===== config.mk =====
export PLATFORM = sky130hd
export DESIGN_NAME = stage_memory
export DESIGN_NICKNAME = d
export VERILOG_FILES = /design/src/rtl/pipe_pkg.sv /design/src/rtl/load_align.sv /design/src/rtl/stage_memory.sv
export SDC_FILE = /design/constraint.sdc
export NUM_CORES = 1
export LEC_CHECK = 0
export ABC_AREA = 1
export BUFFER_PORTS_ARGS = -buffer_cell sky130_fd_sc_hd__buf_2
export CORE_AREA = 3 3 124 126
export DETAILED_ROUTE_END_ITERATION = 6
export DIE_AREA = 0 0 127 129
export PLACE_DENSITY = 0.78
export SYNTH_ARGS = -nofsm -noshare
export SYNTH_HDL_FRONTEND = slang
export SYNTH_HIERARCHICAL = 1
export SYNTH_SLANG_ARGS = --single-unit

===== constraint.sdc =====
create_clock -name clk -period 4.3 [get_ports clk]
set_input_delay 0.43 -clock clk [delete_from_list [all_inputs] [get_ports clk]]
set_output_delay 0.43 -clock clk [all_outputs]
set_load 0.02 [all_outputs]

===== src/rtl/pipe_pkg.sv =====
// rtl/pipe_pkg.sv - shared encodings and helpers for the RV32I memory stage
package pipe_pkg;

  localparam logic [1:0] ALU_SRC = 2'b00;
  localparam logic [1:0] MEM_SRC = 2'b01;
  localparam logic [1:0] PC_SRC  = 2'b10;

  localparam logic [2:0] F3_B  = 3'b000;
  localparam logic [2:0] F3_H  = 3'b001;
  localparam logic [2:0] F3_W  = 3'b010;
  localparam logic [2:0] F3_BU = 3'b100;
  localparam logic [2:0] F3_HU = 3'b101;

  typedef enum logic {
    MEM_IDLE = 1'b0,
    MEM_WAIT = 1'b1
  } mem_state_t;

  // funct3[1:0] carries the access size for both signed and unsigned forms
  function automatic logic is_aligned(input logic [2:0] funct3, input logic [1:0] off);
    case (funct3[1:0])
      2'b01:   is_aligned = (off[0] == 1'b0);
      2'b10:   is_aligned = (off == 2'b00);
      default: is_aligned = 1'b1;
    endcase
  endfunction

  function automatic logic [3:0] store_be(input logic [2:0] funct3, input logic [1:0] off);
    case (funct3[1:0])
      2'b00:   store_be = 4'b0001 << off;
      2'b01:   store_be = 4'b0011 << off;
      default: store_be = 4'b1111;
    endcase
  endfunction

  function automatic logic [31:0] store_data(input logic [2:0] funct3, input logic [31:0] wd);
    case (funct3[1:0])
      2'b00:   store_data = {4{wd[7:0]}};
      2'b01:   store_data = {2{wd[15:0]}};
      default: store_data = wd;
    endcase
  endfunction

endpackage


===== src/rtl/load_align.sv =====
// rtl/load_align.sv - selects the addressed byte/halfword of a read word and extends it
module load_align
  import pipe_pkg::*;
(
  input  logic [1:0]  addr,
  input  logic [2:0]  funct3,
  input  logic [31:0] rdata,
  output logic [31:0] data
);

  logic [7:0]  byteSel;
  logic [15:0] halfSel;

  always_comb begin
    byteSel = rdata[7:0];
    case (addr)
      2'b00: byteSel = rdata[7:0];
      2'b01: byteSel = rdata[15:8];
      2'b10: byteSel = rdata[23:16];
      2'b11: byteSel = rdata[31:24];
      default: byteSel = rdata[7:0];
    endcase
  end

  assign halfSel = addr[1] ? rdata[31:16] : rdata[15:0];

  always_comb begin
    data = rdata;
    case (funct3)
      F3_B:    data = {{24{byteSel[7]}}, byteSel};
      F3_BU:   data = {24'b0, byteSel};
      F3_H:    data = {{16{halfSel[15]}}, halfSel};
      F3_HU:   data = {16'b0, halfSel};
      default: data = rdata;
    endcase
  end

endmodule


===== src/rtl/stage_memory.sv =====
// rtl/stage_memory.sv - RV32I memory stage: stage register, data-memory handshake, load alignment
module stage_memory
  import pipe_pkg::*;
#(
  parameter int TIMEOUT_CYCLES = 255
) (
  input  logic        clk,
  input  logic        rst,
  input  logic [1:0]  regSrcE,
  input  logic        regWriteE,
  input  logic        memReadE,
  input  logic        memWriteE,
  input  logic [2:0]  funct3E,
  input  logic [4:0]  rdAddrE,
  input  logic [31:0] aluResultE,
  input  logic [31:0] writeDataE,
  input  logic [31:0] pcPlus4E,
  output logic        dmemReq,
  output logic        dmemWe,
  output logic [31:0] dmemAddr,
  output logic [31:0] dmemWdata,
  output logic [3:0]  dmemBe,
  input  logic [31:0] dmemRdata,
  input  logic        dmemAck,
  output logic        stallM,
  output logic [1:0]  regSrcM,
  output logic        regWriteM,
  output logic [4:0]  rdAddrM,
  output logic [31:0] aluResultM,
  output logic [31:0] readDataM,
  output logic [31:0] pcPlus4M,
  output logic        misalignM,
  output logic        busErrM
);

  localparam int CNT_W = ($clog2(TIMEOUT_CYCLES) > 8) ? $clog2(TIMEOUT_CYCLES) : 8;
  localparam logic [CNT_W-1:0] CNT_LAST = CNT_W'(TIMEOUT_CYCLES - 1);

  logic [1:0]  regSrcR;
  logic        regWriteR;
  logic        memReadR;
  logic        memWriteR;
  logic [2:0]  funct3R;
  logic [4:0]  rdAddrR;
  logic [31:0] aluResultR;
  logic [31:0] writeDataR;
  logic [31:0] pcPlus4R;

  mem_state_t       state;
  logic [CNT_W-1:0] waitCnt;

  logic        memOp;
  logic        aligned;
  logic        active;
  logic        misalign;
  logic        timeout;
  logic [31:0] loadData;

  // Stage register: a stalled instruction stays put until its access resolves
  always_ff @(posedge clk) begin
    if (rst) begin
      regSrcR    <= ALU_SRC;
      regWriteR  <= 1'b0;
      memReadR   <= 1'b0;
      memWriteR  <= 1'b0;
      funct3R    <= 3'b000;
      rdAddrR    <= 5'd0;
      aluResultR <= 32'd0;
      writeDataR <= 32'd0;
      pcPlus4R   <= 32'd0;
    end else if (!stallM) begin
      regSrcR    <= regSrcE;
      regWriteR  <= regWriteE;
      memReadR   <= memReadE;
      memWriteR  <= memWriteE;
      funct3R    <= funct3E;
      rdAddrR    <= rdAddrE;
      aluResultR <= aluResultE;
      writeDataR <= writeDataE;
      pcPlus4R   <= pcPlus4E;
    end
  end

  assign memOp    = memReadR | memWriteR;
  assign aligned  = is_aligned(funct3R, aluResultR[1:0]);
  assign active   = memOp & aligned;
  assign misalign = memOp & ~aligned;
  assign timeout  = (state == MEM_WAIT) & (waitCnt == CNT_LAST) & ~dmemAck;

  always_ff @(posedge clk) begin
    if (rst) begin
      state   <= MEM_IDLE;
      waitCnt <= '0;
    end else begin
      case (state)
        MEM_IDLE: begin
          if (active && !dmemAck) begin
            state   <= MEM_WAIT;
            waitCnt <= '0;
          end
        end
        MEM_WAIT: begin
          if (dmemAck || timeout || !active) begin
            state   <= MEM_IDLE;
            waitCnt <= '0;
          end else begin
            waitCnt <= waitCnt + 1'b1;
          end
        end
        default: begin
          state   <= MEM_IDLE;
          waitCnt <= '0;
        end
      endcase
    end
  end

  assign dmemReq   = active;
  assign dmemWe    = memWriteR;
  assign dmemAddr  = {aluResultR[31:2], 2'b00};
  assign dmemWdata = store_data(funct3R, writeDataR);
  assign dmemBe    = !active   ? 4'b0000 :
                     memWriteR ? store_be(funct3R, aluResultR[1:0]) : 4'b1111;

  assign stallM = active & ~dmemAck & ~timeout;

  load_align u_load_align (
    .addr   (aluResultR[1:0]),
    .funct3 (funct3R),
    .rdata  (dmemRdata),
    .data   (loadData)
  );

  // Writeback only sees a register write once the instruction has really completed
  assign regSrcM    = regSrcR;
  assign regWriteM  = regWriteR & ~stallM & ~misalign & ~timeout;
  assign rdAddrM    = rdAddrR;
  assign aluResultM = aluResultR;
  assign pcPlus4M   = pcPlus4R;
  assign readDataM  = (memReadR && active && dmemAck) ? loadData : 32'd0;
  assign misalignM  = misalign;
  assign busErrM    = timeout;

endmodule


==> Word level (Yosys, flattened, before mapping) <==
Index checks and enable logic that the tools add are counted.
{ "totals": {"reg_bits": 118, "out_inout_bits": 177, "wordCells": 66} }
{ "op_classes": {"n_addsub": 1, "eq_ne": 10, "shift": 2, "mux": 15, "bitwise": 17, "n_reduce_logical": 10} }
{ "ops": {"columns": ["cell", "n"], "rows": [
  ["$pmux W32 S4", 1],
  ["$pmux W32 S2", 1],
  ["$mux W32", 1],
  ["$pmux W8 S4", 1],
  ["$mux W16", 1],
  ["$mux W8", 2],
  ["$pmux W8 S2", 1],
  ["$and A1 B1 Y1", 9],
  ["$add A8 B1 Y8 const B", 1],
  ["$eq A8 B8 Y1 const B", 1],
  ["$mux W4", 2],
  ["$pmux W4 S2", 1],
  ["$not A1 Y1", 7],
  ["$eq A2 B2 Y1 const B", 3],
  ["$eq A3 B3 Y1 const B", 2],
  ["$eq A2 B1 Y1 const B", 2],
  ["$logic_not A2 Y1", 2],
  ["$pmux W1 S2", 2],
  ["$shl A1 B2 Y4 const A", 1],
  ["$shl A2 B2 Y4 const A", 1],
  ["$eq A3 B1 Y1 const B", 1],
  ["$logic_and A1 B1 Y1", 3],
  ["$logic_not A3 Y1", 1],
  ["$logic_not A1 Y1", 2],
  ["other kinds (4)", 6]
]} }

==> Longest topological paths before layout <==
Gate-level depths: netlist (run 1).
{ "logic_depth": {"depth_word": 9, "mapped_depth": 12, "ltp_nobuf": 10} }

==> Hierarchy <==
Netlist (run 1), hierarchy kept.
{ "by_module_without_submodules": {"columns": ["module", "n_inst", "cells_each", "area_per_inst_um2"], "rows": [
  ["stage_memory", 1, 772, 5436.5],
  ["load_align", 1, 170, 923.4]
]} }

==> Worst setup path before layout (run 1) <==
OpenSTA, ideal clock, no wires.
{ "synth_path": {"path_type": "reg2out", "start": "reg funct3R[1]", "end": "out regWriteM", "t_arrival_ps": 1853, "t_required_ps": 3870, "setup_slack_ps": 2017, "stages_incl_launch_ff": 11, "cell_sequence": "dfxtp_1 -> inv_1 -> ha_1 -> inv_1 -> a21oi_2 -> nand2_2 -> nand2_4 -> nor2_4 -> buf_4 -> buf_6 -> nor2_1"} }
{ "synth_between": {"elab_chain_cells": 9} }
{ "synth_rtl": {"columns": ["item", "line_no", "rtl"], "rows": [
  ["start, declared", "stage_memory.sv:43", "logic [2:0] funct3R;"],
  ["start signal, assigned", "stage_memory.sv:76", "funct3R <= funct3E;"],
  ["$eq A2 B2 Y1 / $eq A2 B1 Y1 (equally long branches)", "pipe_pkg.sv:21", "case (funct3[1:0])"],
  ["$pmux W1 S2 (*)", "pipe_pkg.sv:21", null],
  ["$and A1 B1 Y1 (*)", "stage_memory.sv:86", "assign active = memOp & aligned;"],
  ["$and A1 B1 Y1 (*) (2 in series)", "stage_memory.sv:125", "assign stallM = active & ~dmemAck & ~timeout;"],
  ["named net stallM", "stage_memory.sv:25", "output logic stallM,"],
  ["$not A1 Y1 (*)", "stage_memory.sv:136", "assign regWriteM = regWriteR & ~stallM & ~misalign & ~timeout;"],
  ["$and A1 B1 Y1 (*) (3 in series)", "stage_memory.sv:136", null],
  ["end, declared", "stage_memory.sv:27", "output logic regWriteM,"]
]} }
Mark *: on every way through the listed nets, which the timed path passes. The rest lies on a longest branch.

==> Worst setup path after layout (run 1) <==
{ "layout_path": {"start": "reg funct3R[0]", "end": "out readDataM[27]"} }
{ "layout_between": {"elab_chain_cells": 6} }
{ "layout_rtl": {"columns": ["item", "line_no", "rtl"], "rows": [
  ["$eq A2 B2 Y1 / $eq A2 B1 Y1 (equally long branches)", "pipe_pkg.sv:21", null],
  ["$pmux W1 S2", "pipe_pkg.sv:21", null],
  ["$and A1 B1 Y1", "stage_memory.sv:86", null],
  ["$logic_and A1 B1 Y1 (2 in series)", "stage_memory.sv:140", "assign readDataM = (memReadR && active && dmemAck) ? loadData : 32'd0;"],
  ["$mux W32 (*)", "stage_memory.sv:140", null],
  ["end, declared", "stage_memory.sv:30", "output logic [31:0] readDataM,"]
]} }
Every way passes the cells marked *; elsewhere a longest branch is shown, timed or not.

==> results of run 1 <==
-- final timing paths --
path | depth (start not counted) | startpoint | to
max | 8 | funct3R[0] | readDataM[27]
min | 3 | writeDataE[31] | writeDataR[31]
max reg2reg | 10 | funct3R[0] | funct3R[1]
min reg2reg | 2 | pcPlus4M[1] | pcPlus4M[1]
-- per-stage QoR --
step                      utilization (%)  hold slack (ps)  cells
after floorplan                         -              455    943
after global placement               52.1              458   1356
final                                56.2              260   1389
after global routing                 56.2              248   1389
after detailed placement             52.1              467   1356
after CTS                            56.2              248   1388
-- worst max-delay path, stage by stage (launching register included) --
cell and delay [ps]:
dfxtp_1 480, inv_1 110, ha_1 300, inv_1 70, a21oi_2 40, nand2_2 90, nand3_1 770, nor2_1 340
buf_2 210
-- layout make-up --
type                       count  area, um2
inverter                      82        314
antenna                        1       2.50
fill                        1417       6320
sequential                   118       2360
multi-input combinational    647       2970
tap                          184        230
clock inverter                14        140
clock buffer                  18        439
timing repair buffer         325       1640
-- cell families after synthesis --
kind of cell    share of synthesized area, %
simple gates                            30.3
compound gates                          14.7
buf+inv                                 16.2
flops                                   37.1
fa+ha+maj                               1.18
xor+xnor                               0.413
other cells                           0.0590
-- flip-flops by register name, indices dropped and copies added (netlist names) --
| name | count |
|---|---|
| regWriteR | 1 |
| rdAddrM | 5 |
| dmemWe | 1 |
| aluResultM | 32 |
| memReadR | 1 |
| funct3R | 3 |
| writeDataR | 32 |
| waitCnt | 8 |
| regSrcM | 2 |
| state | 1 |
| pcPlus4M | 32 |
-- where the power goes --
group	switching (mW)	total [mW]	internal (mW)
logic	0.678	0.998	0.320
clock network	0.547	1.37	0.825
registers	0.0839	1.29	1.20
-- cells in the final DEF, fill, tap and decap left out, types with 3 or more instances in the layout --
master      instances
o22ai_1            11
inv_1              77
nor2_1            280
nand3_1            51
nand3_2             7
o21ai_0           148
ha_1                6
clkinvlp_4          4
nand2_1            98
buf_2             318
inv_6               6
dfxtp_1           118
nand2_4             3
buf_4               7
inv_2               3
clkbuf_16          17
a21oi_1            17
-- layer usage --
layer,share of wire [%],wire length [um],global-route usage (%),up-vias
li1,-,-,-,3430
met1,38,7830,27.1,3078
met2,49,10000,40.1,298
met3,8.2,1670,6.89,56
met4,3.9,799,11.7,4
met5,0.15,31,0,-
==> flow_metrics.env, run 1 <==
export IMPL_max_slew_margin_rel_pct=23.3
export IMPL_rsz0062_at_grt="no"
export IMPL_synth_edf_count=0
export IMPL_fin_setup_tns_ps=0
export IMPL_grt_max_degree=120
export IMPL_ys_top_cells_by_area="dfxtp_1, nor2_1, o21ai_0"
export IMPL_worst_ir_drop_vdd_v=0.000338
export IMPL_tritoncts="done"
export IMPL_drv_slew=0
export IMPL_synthDistinctLibCells=37
export IMPL_grt_remaining_overflow=0
export IMPL_cp_max_fo=32
export IMPL_clockBufferDepth=2
export IMPL_grt_pass1_vias=5987
export IMPL_hold_viol_final=0
export IMPL_synth_commonest_cells="nor2_1, o21ai_0, dfxtp_1, nand2_1, inv_1"
export IMPL_clk_latency_ps=410
export IMPL_start_util_pct=44.1
export IMPL_yosysSeqAreaShare_pct=37.1
export IMPL_nets=1341
export IMPL_power_mw=3.65
export IMPL_dp_hpwl_um=15200
export IMPL_arrival_ps=2830
export IMPL_period_share_pct=75.9
export IMPL_dpl_instance_area_um2=7520
export IMPL_worst_pin_slew_ps=1150
export IMPL_drive_gt1_share_pct=31.9
export IMPL_dr_pass1_iters=5
export IMPL_vias=6866
export IMPL_p_leak_nw=4.50
export IMPL_synth_top_area_share_pct=37.1
export IMPL_globalplace_congestion=0.960
export IMPL_die_y_um=129
export IMPL_syn_avg_cell_area_um2=6.75
export IMPL_syn_to_final_growth_pct=27.4
export IMPL_cts_resized_gates=0
export IMPL_p_per_area_nw_per_um2=451
export IMPL_numCtsBuffers=17
export IMPL_fin_skew_ps=12.4
export IMPL_clkTransAtPathRegs_ps=60
export IMPL_cap_viol_max_count=0
export IMPL_yosysTopAreaCell="dfxtp_1"
export IMPL_rows=44
export IMPL_ys_ff_latch=118
export IMPL_antenna_found_initial=3
export IMPL_reg2reg_setup_slack_ps=1690
export IMPL_core_area_um2=14400
export IMPL_critical_path_class="flip-flop to output pin"
export IMPL_drt_wirelength_per_cell_um=14.7
export IMPL_dominantRegCellSynth="dfxtp_1"
export IMPL_yosysMostFrequentCell="nor2_1"
export IMPL_drcViolationCount=0
export IMPL_pre_cts_slack_ps=1470
export IMPL_cts_setup_buffers=0
export IMPL_cts_max_level=4
export IMPL_cts_hold_buf=0
export IMPL_yosys_warnings=6
export IMPL_syn_inst=942
export IMPL_status="complete, no violations"
export IMPL_crit_path_start_kind="flip-flop"
export IMPL_cts_sinks=118
export IMPL_design_die_area_um2=16400
export IMPL_min_period_ps=3260
export IMPL_die_w_um=127
export IMPL_min_path_type="input pin to flip-flop"
export IMPL_setup_violations=0
export IMPL_fmax_mhz=306
export IMPL_wl_um=20400
export IMPL_worstPathRequired_ps=3870
export IMPL_avgViaCountPerCell=4.94
export IMPL_clockRootBuffer="clkbuf_16"
export IMPL_ant_nets=0
export IMPL_io_buffers=318
export IMPL_drt_iter0_drc=381
export IMPL_async_flop_share_pct=0
export IMPL_critPathCaptureType="output pin"
export IMPL_grt_usage_pct=23.6
export IMPL_grt_pass1_wl_um=30700
export IMPL_worst_slack_ps=1040
export IMPL_netlist_area_um2=6360
export IMPL_io_pins=321
export IMPL_fin_area_um2=8100
Note: power is estimated with default switching activity, not from simulation.
==> run 2, diff against run 1 <==
--- a/config.mk
+++ b/config.mk
@@ -5,12 +5,12 @@
 export SDC_FILE = /design/constraint.sdc
 export NUM_CORES = 1
 export LEC_CHECK = 0
-export ABC_AREA = 1
+export ABC_AREA = 0
 export BUFFER_PORTS_ARGS = -buffer_cell sky130_fd_sc_hd__buf_2
-export CORE_AREA = 3 3 124 126
+export CORE_MARGIN = 3
+export CORE_UTILIZATION = 42
 export DETAILED_ROUTE_END_ITERATION = 6
-export DIE_AREA = 0 0 127 129
-export PLACE_DENSITY = 0.78
+export PLACE_DENSITY = 0.79
 export SYNTH_ARGS = -nofsm -noshare
 export SYNTH_HDL_FRONTEND = slang
 export SYNTH_HIERARCHICAL = 1
==> constraint.sdc (replaced) <==
create_clock -name clk -period 2.9 [get_ports clk]
set_input_delay 0.29 -clock clk [delete_from_list [all_inputs] [get_ports clk]]
set_output_delay 0.29 -clock clk [all_outputs]
set_load 0.02 [all_outputs]
==> run 2 against run 1 <==
Compared with the run above: combinational power grew 15%; setup slack lost 890 ps; sequential power is 42% higher; hold slack worse by 120 ps; utilization increased by 0.71 points; synthesized area down 0.92%; critical endpoint is now regWriteM; largest power group unchanged; highest routed layer unchanged.
==> flow_metrics.env, run 2 <==
export IMPL_fin_setup_tns_ps=0
export IMPL_fin_area_um2=8300
export IMPL_avgViaCountPerCell=5.56
export IMPL_cp_max_fo=7
export IMPL_critical_path_class="flip-flop to output pin"
export IMPL_drt_iter0_drc=508
export IMPL_grt_usage_pct=24.0
export IMPL_drv_slew=0
export IMPL_p_int_mw=3.56
export IMPL_vias=7027
export IMPL_switching_share_pct=30.9
export IMPL_clk_latency_ps=410
export IMPL_io_buffers=318
export IMPL_critical_path_buf_inv_count=2
export IMPL_pwr_share_seq_pct=35.5
export IMPL_yosysTopAreaCell="dfxtp_1"
export IMPL_async_flop_share_pct=0
export IMPL_design_die_area_um2=16500
export IMPL_fin_util_pct=56.9
export IMPL_synth_commonest_cells="a21oi_1, dfxtp_1, nand3_1, o21ai_0, nand2_1"
export IMPL_synth_top_area_share_pct=37.5
export IMPL_drt_wirelength_per_cell_um=16.6
export IMPL_power_switching_mw=1.59
export IMPL_worst_ir_drop_vdd_v=0.000349
export IMPL_critPathCaptureType="output pin"
export IMPL_period_share_pct=94.8
export IMPL_rows=44
export IMPL_syn_inst=828
export IMPL_cts_max_level=4
export IMPL_synthDistinctLibCells=49
export IMPL_antenna_found_initial=5
export IMPL_ant_nets=0
export IMPL_max_slew_margin_rel_pct=51.5
export IMPL_grt_remaining_overflow=0
export IMPL_cpLargestDelayFamily="compound AO/OA/AOI/OAI gates"
export IMPL_grt_pass1_wl_um=32300
export IMPL_netlist_area_um2=6300
export IMPL_core_area_um2=14600
export IMPL_cap_viol_max_count=0
export IMPL_p_leak_nw=3.96
export IMPL_worst_pin_slew_ps=728
export IMPL_drive_gt1_share_pct=35.6
export IMPL_layout_common_cells="buf_2, a21oi_1, dfxtp_1, nand3_1, o21ai_0"
export IMPL_syn_to_final_growth_pct=31.7
export IMPL_ys_top_cells_by_area="dfxtp_1, a21oi_1, nand3_1"
export IMPL_die_w_um=128
export IMPL_fin_skew_ps=8.34
export IMPL_tritoncts="done"
export IMPL_worstPathRequired_ps=2610
export IMPL_combPwrFrac_pct=22.4
export IMPL_p_per_area_nw_per_um2=621
export IMPL_status="complete, no violations"
export IMPL_wl_um=20900
export IMPL_numCtsBuffers=17
export IMPL_grt_pass1_vias=6366
export IMPL_cts_setup_buffers=0
export IMPL_nets=1214
export IMPL_clkPwrFrac_pct=42.1
export IMPL_setup_violations=0
export IMPL_critPathMaxStageDelay_ps=410
export IMPL_min_path_type="input pin to flip-flop"
export IMPL_dp_hpwl_um=14800
export IMPL_arrival_ps=2460
export IMPL_cts_sinks=118
export IMPL_clkTransAtPathRegs_ps=60
export IMPL_yosysSeqAreaShare_pct=37.5
export IMPL_globalplace_congestion=0.913
export IMPL_drcViolationCount=0
export IMPL_min_period_ps=2750
export IMPL_clockBufferDepth=2
export IMPL_crit_slowest_cell="dfxtp_2"
export IMPL_crit_path_start_kind="flip-flop"
export IMPL_die_y_um=128
export IMPL_fmax_mhz=364
export IMPL_clockRootBuffer="clkbuf_16"
export IMPL_layout_commonest_cell="buf_2"
export IMPL_start_util_pct=43.2
export IMPL_grt_max_degree=112
export IMPL_io_pins=321
export IMPL_yosys_warnings=6
export IMPL_syn_avg_cell_area_um2=7.61
export IMPL_ys_ff_latch=118
export IMPL_hold_viol_final=0
export IMPL_dpl_instance_area_um2=7680
export IMPL_cp_cell_sequence="inv_1 -> ha_1 -> o2bb2ai_1 -> a311o_2 -> nor2_1 -> nor4b_1 -> buf_2"
export IMPL_dr_pass1_iters=5
export IMPL_reg2reg_setup_slack_ps=480
export IMPL_rsz0062_at_grt="no"
export IMPL_synth_edf_count=0
export IMPL_dominantRegCellSynth="dfxtp_1"
## run 2: changes by cell type in the layout (fill, tap and decap cells not counted), sizes merged, moves of 12 or more
cell   delta
a21o     +18
a21oi   +100
a22oi    +15
a31oi    +12
and2     +35
buf      +13
inv      -76
nand2    -38
nand3    +53
nor2    -279
o21ai    -24
## run 2: what timing repair did
item / in CTS / in global routing
setup endpoints to repair: 0 / 1
gates resized for setup: 0 / 1
hold buffers: 0 / 0
## run 2: tightest hold or removal path, stage by stage
cell and delay, ps:
buf_2 90, o21ai_0 60, a21oi_1 60
## run 2: power groups by stage
stage	clock, mW	combinational (mW)	sequential, mW
5_1_grt	2.28	1.25	1.85
2_1_floorplan	0	0.693	1.95
4_1_cts	2.20	1.15	1.83
6_report	2.17	1.15	1.83
3_5_place_dp	0	1.15	1.86
3_3_place_gp	0	1.14	1.86
## run 2: routing by layer
layer	wire, um	global-route usage [%]	part of all wire [%]	vias to the layer above
met5	44	0	0.21	-
met2	10400	40.8	50	336
li1	-	-	-	3388
met3	2030	7.39	9.7	46
met1	7860	27.7	38	3251
met4	619	10.9	3.0	6
## run 2: kinds of logic after synthesis
| family | synth area share (%) |
|---|---|
| compound gates | 28.7 |
| flops | 37.5 |
| simple gates | 20.6 |
| fa+ha+maj | 1.19 |
| buf+inv | 11.1 |
| other cells | 0.0595 |
| mux | 0.874 |
## run 2: worst paths after layout
path	start	end	depth (start not counted)
max	funct3R[1]	regWriteM	7
min reg2reg	rdAddrM[3]	rdAddrM[3]	2
min	aluResultE[15]	aluResultM[15]	3
max reg2reg	funct3R[1]	pcPlus4M[18]	7
## run 2: stage by stage
stage,hold slack [ps],std cells,power (mW),worst slack (ps)
final,144,1263,5.15,150
after floorplan,431,829,2.64,185
after global placement,447,1229,3.00,449
after CTS,130,1261,5.19,32.7
after detailed placement,455,1229,3.01,402
after global routing,137,1263,5.38,23.5
## run 2: area by class of cell
cell class	instances	area (um2)
Multi-Input combinational cell	580	3270
Clock buffer	19	443
Tap cell	184	230
Timing Repair Buffer	338	1780
Clock inverter	13	171
Antenna cell	2	5.00
Sequential cell	118	2360
Fill cell	1367	6290
Inverter	9	33.8
